--- src/rtl/bsg_link_delay_line_programmer.sv ---
// ============================================================================
// Module   : bsg_link_delay_line_programmer
// Purpose  : Shifts a 36-bit delay-select vector out over four bsg_tag client
//            streams (MSB first, in parallel), then commits it.
// Option   : BSG_LINK_DELAY_PROG_SKIP_UNCHANGED_EN - only reprogram clients
//            whose field changed since the last commit.
// Revision : 1.0 - initial release
// ============================================================================
`default_nettype none

module bsg_link_delay_line_programmer #(
    parameter int width_p     = 18,
    parameter int sel_width_p = 2
) (
    input  logic                             clk_i,
    input  logic                             reset_n_i,
    input  logic                             v_i,
    input  logic [width_p*sel_width_p-1:0]   sel_i,
    output logic                             ready_o,
    output logic [11:0]                      tag_lines_o,
    output logic                             done_o
);

    // Per-client data width and LSB position within the select vector.
    localparam int c_CLI_W   [4] = '{12, 12, 10, 2};
    localparam int c_CLI_LSB [4] = '{0, 12, 24, 34};
    localparam logic [3:0] c_LAST_CNT = 4'd11;

    typedef enum logic [1:0] {
        S_IDLE   = 2'd0,
        S_SHIFT  = 2'd1,
        S_COMMIT = 2'd2
    } state_t;

    state_t      r_state;
    state_t      w_state_nxt;
    logic [3:0]  r_cnt;
    logic [3:0]  w_cnt_nxt;
    logic [35:0] r_sel;
    logic [3:0]  r_active;
    logic [11:0] r_tag;
    logic [11:0] w_tag_nxt;
    logic        r_done;
    logic        w_done_nxt;
    logic        w_load;
    logic [3:0]  w_hs_active;

    function automatic logic [11:0] f_shift_tag(input logic [35:0] vec,
                                                input logic [3:0]  cnt,
                                                input logic [3:0]  act);
        logic [11:0] tag;
        int          idx;
        logic        b;
        tag = '0;
        for (int k = 0; k < 4; k++) begin
            if (act[k] && (int'(cnt) < c_CLI_W[k])) begin
                idx = c_CLI_LSB[k] + c_CLI_W[k] - 1 - int'(cnt);
                b   = vec[idx[5:0]];
                tag = tag | (12'({1'b1, b, 1'b1}) << (3 * k));
            end
        end
        return tag;
    endfunction

    function automatic logic [11:0] f_commit_tag(input logic [3:0] act);
        logic [11:0] tag;
        tag = '0;
        for (int k = 0; k < 4; k++) begin
            if (act[k]) begin
                tag = tag | (12'(3'b011) << (3 * k));
            end
        end
        return tag;
    endfunction

`ifdef BSG_LINK_DELAY_PROG_SKIP_UNCHANGED_EN
    logic [35:0] r_shadow;
    logic        r_shadow_v;

    // Shadow of the last vector that actually reached a commit.
    always_ff @(posedge clk_i or negedge reset_n_i) begin
        if (!reset_n_i) begin
            r_shadow   <= '0;
            r_shadow_v <= 1'b0;
        end else if (r_state == S_COMMIT) begin
            r_shadow   <= r_sel;
            r_shadow_v <= 1'b1;
        end
    end

    always_comb begin
        w_hs_active    = 4'hF;
        if (r_shadow_v) begin
            w_hs_active[0] = (sel_i[11:0]  != r_shadow[11:0]);
            w_hs_active[1] = (sel_i[23:12] != r_shadow[23:12]);
            w_hs_active[2] = (sel_i[33:24] != r_shadow[33:24]);
            w_hs_active[3] = (sel_i[35:34] != r_shadow[35:34]);
        end
    end
`else
    assign w_hs_active = 4'hF;
`endif

    always_comb begin
        w_state_nxt = r_state;
        w_cnt_nxt   = r_cnt;
        w_tag_nxt   = '0;
        w_done_nxt  = 1'b0;
        w_load      = 1'b0;
        case (r_state)
            S_IDLE: begin
                if (v_i) begin
                    w_load = 1'b1;
                    if (w_hs_active != 4'h0) begin
                        w_state_nxt = S_SHIFT;
                        w_cnt_nxt   = 4'd0;
                        w_tag_nxt   = f_shift_tag(sel_i, 4'd0, w_hs_active);
                    end else begin
                        w_done_nxt  = 1'b1;
                    end
                end
            end
            S_SHIFT: begin
                if (r_cnt == c_LAST_CNT) begin
                    w_state_nxt = S_COMMIT;
                    w_tag_nxt   = f_commit_tag(r_active);
                end else begin
                    w_cnt_nxt   = r_cnt + 4'd1;
                    w_tag_nxt   = f_shift_tag(r_sel, r_cnt + 4'd1, r_active);
                end
            end
            S_COMMIT: begin
                w_state_nxt = S_IDLE;
                w_done_nxt  = 1'b1;
            end
            default: begin
                w_state_nxt = S_IDLE;
            end
        endcase
    end

    always_ff @(posedge clk_i or negedge reset_n_i) begin
        if (!reset_n_i) begin
            r_state  <= S_IDLE;
            r_cnt    <= '0;
            r_sel    <= '0;
            r_active <= '0;
            r_tag    <= '0;
            r_done   <= 1'b0;
        end else begin
            r_state <= w_state_nxt;
            r_cnt   <= w_cnt_nxt;
            r_tag   <= w_tag_nxt;
            r_done  <= w_done_nxt;
            if (w_load) begin
                r_sel    <= sel_i;
                r_active <= w_hs_active;
            end
        end
    end

    assign ready_o     = (r_state == S_IDLE);
    assign tag_lines_o = r_tag;
    assign done_o      = r_done;

endmodule

`default_nettype wire
--- config.mk ---
export PLATFORM = sky130hd
export DESIGN_NAME = bsg_link_delay_line_programmer
export DESIGN_NICKNAME = d
export VERILOG_FILES = /design/src/rtl/bsg_link_delay_line_programmer.sv
export SDC_FILE = /design/constraint.sdc
export NUM_CORES = 1
export LEC_CHECK = 0
export CAP_MARGIN = 20
export CORE_AREA = 2 2 78 80
export DETAILED_ROUTE_END_ITERATION = 7
export DIE_AREA = 0 0 80 82
export GPL_TIMING_DRIVEN = 0
export PLACE_DENSITY = 0.74
export SLEW_MARGIN = 20
export SYNTH_ARGS = -nofsm -noshare
export SYNTH_HDL_FRONTEND = slang
export SYNTH_SLANG_ARGS = --single-unit
--- constraint.sdc ---
create_clock -name clk_i -period 2.1 [get_ports clk_i]
set_clock_uncertainty 0.1 [all_clocks]
set_input_delay 0.21 -clock clk_i [delete_from_list [all_inputs] [get_ports clk_i]]
set_output_delay 0.21 -clock clk_i [all_outputs]
set_load 0.01 [all_outputs]
* Word level (Yosys, flattened, before mapping) *
Index checks and enable logic that the tools add are counted.

storage, ports and cells
  flip-flop bits (word level) = 56
  output and inout port bits = 14

cells by class
  add/subtract/negate cells = 5
  $lt $le $gt $ge = 7
  equality and inequality tests = 6
  mux-type cells = 40
  bitwise gates (word level) = 6
  reduce and logical (&&, ||, !) cells = 8

operators with widths
  kind                                                                  count
  12-bit 2-to-1 mux                                                     17
  6-bit by 7-bit < comparator with 1-bit output, second input constant  4
  1-bit binary-select mux with 6-bit select                             4
  12-bit bitwise OR                                                     2
  12-bit by 6-bit bitwise OR with 12-bit output                         2
  12-bit by 9-bit bitwise OR with 12-bit output                         2
  12-bit one-hot mux with 2 select lines                                1
  6-bit by 4-bit subtractor with 6-bit output, first input constant     2
  11-bit 2-to-1 mux                                                     1
  4-bit < comparator, second input constant                             2
  4-bit 2-to-1 mux                                                      2
  8-bit 2-to-1 mux                                                      1
  4-bit one-hot mux with 2 select lines                                 1
  1-bit 2-to-1 mux                                                      7
  2-bit 2-to-1 mux                                                      3
  2-bit inequality test, second input constant                          3
  5-bit by 4-bit subtractor with 6-bit output, first input constant     1
  5-bit 2-to-1 mux                                                      1
  4-bit by 4-bit subtractor with 5-bit output, first input constant     1
  4-bit by 1-bit adder with 4-bit output, second input constant         1
  4-bit equality test, second input constant                            1
  1-bit logical AND                                                     4
  4-bit by 2-bit < comparator with 1-bit output, second input constant  1
  2-bit one-hot mux with 2 select lines                                 1
  7 further kinds                                                       7

* Logic depth before layout (Yosys ltp) *
  depth in word-level cells = 19
  gate-level depth with buffers = 10
  gate-level depth less buffers = 9

* Worst setup path before layout *
Ideal clock, no wire load.

  path kind = flip-flop to flip-flop
  start = reg r_cnt[0]
  end = reg r_tag[1], in the netlist tag_lines_o[1]
  setup time = 0.077 ns
  arrival time = 1.829 ns
  slack = 0.094 ns
  cell stages (with the launch flop) = 9
  cell sequence = dfrtp_1 ha_1 xnor2_2 inv_2 ha_1 nand2b_1 nand2b_1 a211o_1 o21ai_1

between the ends
  longest elaborated chain between the ends = 19
  elaborated cells on any way between the ends = 27
  those cells by class = add/sub: 2; order compare: 3; eq/ne: 1; mux: 14; bitwise: 3; reduce/logical: 4

ends and longest elaborated chain
  element                                        RTL line  RTL
  start, declared                                37        logic [3:0] r_cnt;
  start signal, assigned                         152       r_cnt <= w_cnt_nxt;
  4-bit by 1-bit adder with 4-bit output         129       w_tag_nxt = f_shift_tag(r_sel, r_cnt + 4'd1, r_active);
  4-bit by 4-bit subtractor with 5-bit output    57        idx = c_CLI_LSB[k] + c_CLI_W[k] - 1 - int'(cnt);
  1-bit binary-select mux with 6-bit select      58        b = vec[idx[5:0]];
  1-bit 2-to-1 mux (implied by the code)         58
  3-bit 2-to-1 mux                               56        if (act[k] && (int'(cnt) < c_CLI_W[k])) begin
  12-bit 2-to-1 mux                              124       if (r_cnt == c_LAST_CNT) begin
  12-bit 2-to-1 mux                              110       case (r_state)
  12-bit by 6-bit bitwise OR with 12-bit output  59        tag = tag | (12'({1'b1, b, 1'b1}) << (3 * k));
  [... 4 more ...]                               --
  12-bit 2-to-1 mux                              56
  12-bit 2-to-1 mux                              124
  12-bit 2-to-1 mux                              110
  12-bit bitwise OR                              59
  12-bit 2-to-1 mux                              56
  12-bit 2-to-1 mux *                            124
  12-bit one-hot mux with 2 select lines *       110
  via w_tag_nxt[1]                               42        logic [11:0] w_tag_nxt;
  end signal, assigned                           153       r_tag <= w_tag_nxt;
  end, declared                                  41        logic [11:0] r_tag;

Mark *: on every way through the listed nets, which the timed path passes. The rest lies on a longest branch. The select of a mux whose other input is x is not followed.
A chain may end at the register's enable or synchronous reset.

* Final worst setup path *
  start = reg r_cnt[1]
  end = reg r_tag[4], in the netlist tag_lines_o[4]

between the ends
  longest elaborated chain between the ends = 16
  elaborated cells on any way between the ends = 23
  those cells by class = add/sub: 2; order compare: 3; eq/ne: 1; mux: 11; bitwise: 3; reduce/logical: 3

ends and longest elaborated chain
  element                                        RTL line
  4-bit by 1-bit adder with 4-bit output         129
  5-bit by 4-bit subtractor with 6-bit output    57
  1-bit binary-select mux with 6-bit select      58
  1-bit 2-to-1 mux (implied by the code)         58
  12-bit by 6-bit bitwise OR with 12-bit output  59
  12-bit 2-to-1 mux                              56
  12-bit 2-to-1 mux                              124
  12-bit 2-to-1 mux                              110
  12-bit by 9-bit bitwise OR with 12-bit output  59
  12-bit 2-to-1 mux                              56
  12-bit 2-to-1 mux                              124
  12-bit 2-to-1 mux                              110
  12-bit bitwise OR                              59
  12-bit 2-to-1 mux                              56
  12-bit 2-to-1 mux *                            124
  12-bit one-hot mux with 2 select lines *       110
  via w_tag_nxt[4]                               42

Marks and branches as above.

==> out/results.txt <==
Status -> finished, final reports clean
Maximum clock frequency -> 482.7 MHz
Remaining antenna violation count -> 0
Placer congestion estimate -> 0.8894
Total GRT Usage -> 0.1808
Average vias per placed instance -> 5.045
Sequential cell area fraction in the yosys report -> 0.5323
Clock period minus final worst setup slack -> 2.072 ns
Top fanout value on the critical path -> 9
Critical setup path kind -> reg2reg
Post-Place Cells -> 383
Main area contributors after synthesis -> sky130_fd_sc_hd__dfrtp_1 53%, sky130_fd_sc_hd__nand2_1 17%, sky130_fd_sc_hd__mux4_2 6.2%
Setup repair after global routing missed its margin -> yes
Core area -> 0.005746 mm2
Wire length of the first global-routing pass -> 9052 um
Total of buffers placed on input and output ports -> 52
Initial DRC Count -> 256
Root cell of the clock tree -> sky130_fd_sc_hd__clkbuf_8
Top cell type by total area after synthesis -> sky130_fd_sc_hd__dfrtp_1
Detail-routed net length per standard cell -> 13.99 um
Number of endpoints with negative hold slack in the final report -> 0
Net total in the final layout -> 363
Slowest Stage Delay on Critical Path -> 0.47 ns
Number of cell rows -> 28
Net count after synthesis -> 297
CTS Buffer Depth -> 2
Area occupied by multi-input gates -> 0.001099 mm2
First-pass DRT Iterations -> 4
LEAKAGE -> 1.589 nW
Max-slew violations -> 0
Number of distinct library cells after synthesis -> 40
Final Cycle Share -> 0.9865
Number of buffers created by CTS -> 5
Startpoint of the most critical setup path -> r_cnt[1]$_DFFE_PN0P_
Sequential cell fraction of total power -> 0.345
Antenna violations before repair -> 0
Number of cells in the finished layout apart from fillers -> 398
CP top delay family -> multiplexers
Hold path start -> sel_i[34]
Critical path required time -> 2.17 ns
Net Sw Frac -> 0.3640
Floorplan die width -> 80 um
Buf/Inv on CP -> 2
Vias in the first global route -> 1,898
CP Capture Type -> flop
Sequence of cells on the critical path -> ha_2 > buf_6 > mux4_2 > mux4_2 > inv_1 > o22ai_1
Initial standard-cell utilization of the core -> 0.4419
Final number of setup-violating endpoints -> 0
Number of vias after detailed routing -> 2,008
Gate power share -> 0.522
Worst slew margin relative to its limit -> 0.5487
Post-Syn Area per Cell -> 9.917 um2
Area Growth Syn to Fin -> 32.18%
Sort of element at the start of the critical path -> flop
Share of layout cells above drive strength 1 -> 0.1424
Internal power -> 3.276 mW
Most used cell, CP -> sky130_fd_sc_hd__mux4_2
Cell with the largest stage delay on the worst path -> sky130_fd_sc_hd__mux4_2
Clock tree from TritonCTS -> done
Half-perimeter wire length of the detailed placement result -> 3875 um
Worst-Margin Slew -> 0.6770 ns
Sinks on Clock Net -> 54
YS warnings -> 0
Maximum level of the CTS H-tree -> 2
Hold Slack -> 0.3163 ns
Register area -> 0.001353 mm2
Max_cap viols -> 0
Clock network fraction of design power -> 0.133
Area fraction of the dominant cell type after synthesis -> 0.5323
Filler cell count in the final layout -> 513
PwrDens -> 1535 mW/mm2
Overall power of the completed layout -> 5.151 mW
Setup tns final -> 0 ns
Clock transition at the registers of the reported paths -> 0.09 ns
Post-synthesis cell area -> 0.002539 mm2
Diodes inserted -> 0
Arrival @ worst endpoint -> 2.14 ns
Area of all placed cells without fillers -> 0.003356 mm2
Number of standard cells after synthesis -> 256
Count of state elements after synthesis -> 54
Path type of the worst min-delay path -> in2reg
Area enclosed by the die boundary -> 0.006560 mm2
Aggregate routed wire length -> 5567 um
Clock latency of the later-clocked register in the worst-skew pair -> 0.31 ns
Switching component of the power -> 1.875 mW
Launch point of the worst reg-to-reg path -> r_cnt[1]$_DFFE_PN0P_
Vertical extent of the die -> 82 um
VDD IR max -> 0.6644 mV
Detailed-route DRC error count -> 0
DP Area -> 0.003151 mm2
Number of top-level pins -> 53
Maximum number of pins on one net before global-route repair -> 55
Total congestion overflow after global routing -> 0
[power by group through the flow]
stage                     sequential, mW  clock (mW)  combinational (mW)
final                               1.78       0.685                2.69
after global placement              1.77           0                2.38
after floorplan                     1.77           0                1.69
after detailed placement            1.79           0                2.43
after global routing                1.83       0.726                2.93
after CTS                           1.78       0.688                2.57
[path summary, 6_finish.rpt]
check                                                end  slack [ns]  cells past startpoint
worst max register to register  tag_lines_o[4]$_DFF_PN0_        0.03                      6
worst min-delay path               r_sel[34]$_DFFE_PN0P_        0.32                      3
min in group asynchronous           r_cnt[1]$_DFFE_PN0P_        0.38                      2
worst max-delay path            tag_lines_o[4]$_DFF_PN0_        0.03                      6
worst min register to register      r_sel[6]$_DFFE_PN0P_        0.37                      2
max in group asynchronous           r_cnt[2]$_DFFE_PN0P_        1.04                      2
[flip-flops by register name, indices dropped and copies added (netlist names)]
signal       count
done_o           1
r_active         1
r_cnt            4
r_sel           36
r_state          2
tag_lines_o     10
[cells in the mapped netlist (all sizes together)]
master	number
mux4	9
clkbuf	5
xor2	1
nand2	112
ha	2
mux2i	4
o21ai	9
buf	12
xnor2	1
a211o	1
nor2	4
dfrtp	54
nor3	2
inv	4
mux2	1
and3	1
o311a	1
a21oi	9
a311oi	1
nor3b	1
and2	1
a2111oi	1
nor2b	4
o31ai	2
nand4	1
o22ai	1
nand2b	4
a22oi	1
a21bo	1
nand3	5
o2bb2ai	1
[logic make-up after synthesis]
| logic type | share of synthesized area |
|---|---|
| flip-flops | 0.5323 |
| buffers and inverters | 0.04336 |
| AO/OA/AOI/OAI | 0.07245 |
| AND/OR/NAND/NOR | 0.2218 |
| multiplexers | 0.1030 |
| XOR/XNOR | 0.01725 |
| adder cells (fa/ha/maj) | 0.009855 |
[cells in the final DEF, fill, tap and decap left out, drive strengths merged, types with 2 or more instances in the layout]
master	count
a21oi	9
ha	2
nor2b	4
inv	4
o31ai	2
nand3	5
mux2i	4
clkdlybuf4s50	51
nor3	2
dfrtp	54
clkbuf	13
nand2b	4
nand2	112
mux4	9
o21ai	9
buf	18
nor2	4
[tightest hold or removal path: cells and delay by family]
family        cells  cell delay [ns]
buf+inv           1             0.40
simple gates      2             0.09
[area by class of cell]
type                       count  area share
buffer                        17     0.03095
multi-input combinational    181      0.3274
inverter                       4    0.004474
sequential                    54      0.4031
clock buffer                   7     0.02274
tap                           75     0.02796
clock inverter                 1    0.008949
timing repair buffer          59      0.1745
[repair_timing]
item,in CTS,in global routing
gates resized for setup,5,5
pin swaps,2,0
setup endpoints to repair,7,16
setup buffers,2,4
endpoints found under the hold margin,54,0
hold buffers,1,0
[metrics by stage]
stage,setup slack [ns],util
3_5_place_dp,-0.2572,0.5483
4_1_cts,0.01387,0.5756
6_report,0.02826,0.5841
5_1_grt,-0.02823,0.5841
3_3_place_gp,-0.8482,0.5488
2_1_floorplan,0.09441,-
[layer usage]
layer,vias up,global-route usage,routed length (um)
met4,0,0.04915,72
met5,-,0,0
met2,65,0.3117,2820
met1,964,0.2321,2384
met3,8,0.03956,290
li1,971,-,-
No activity file was read; power rests on OpenSTA's default activity.
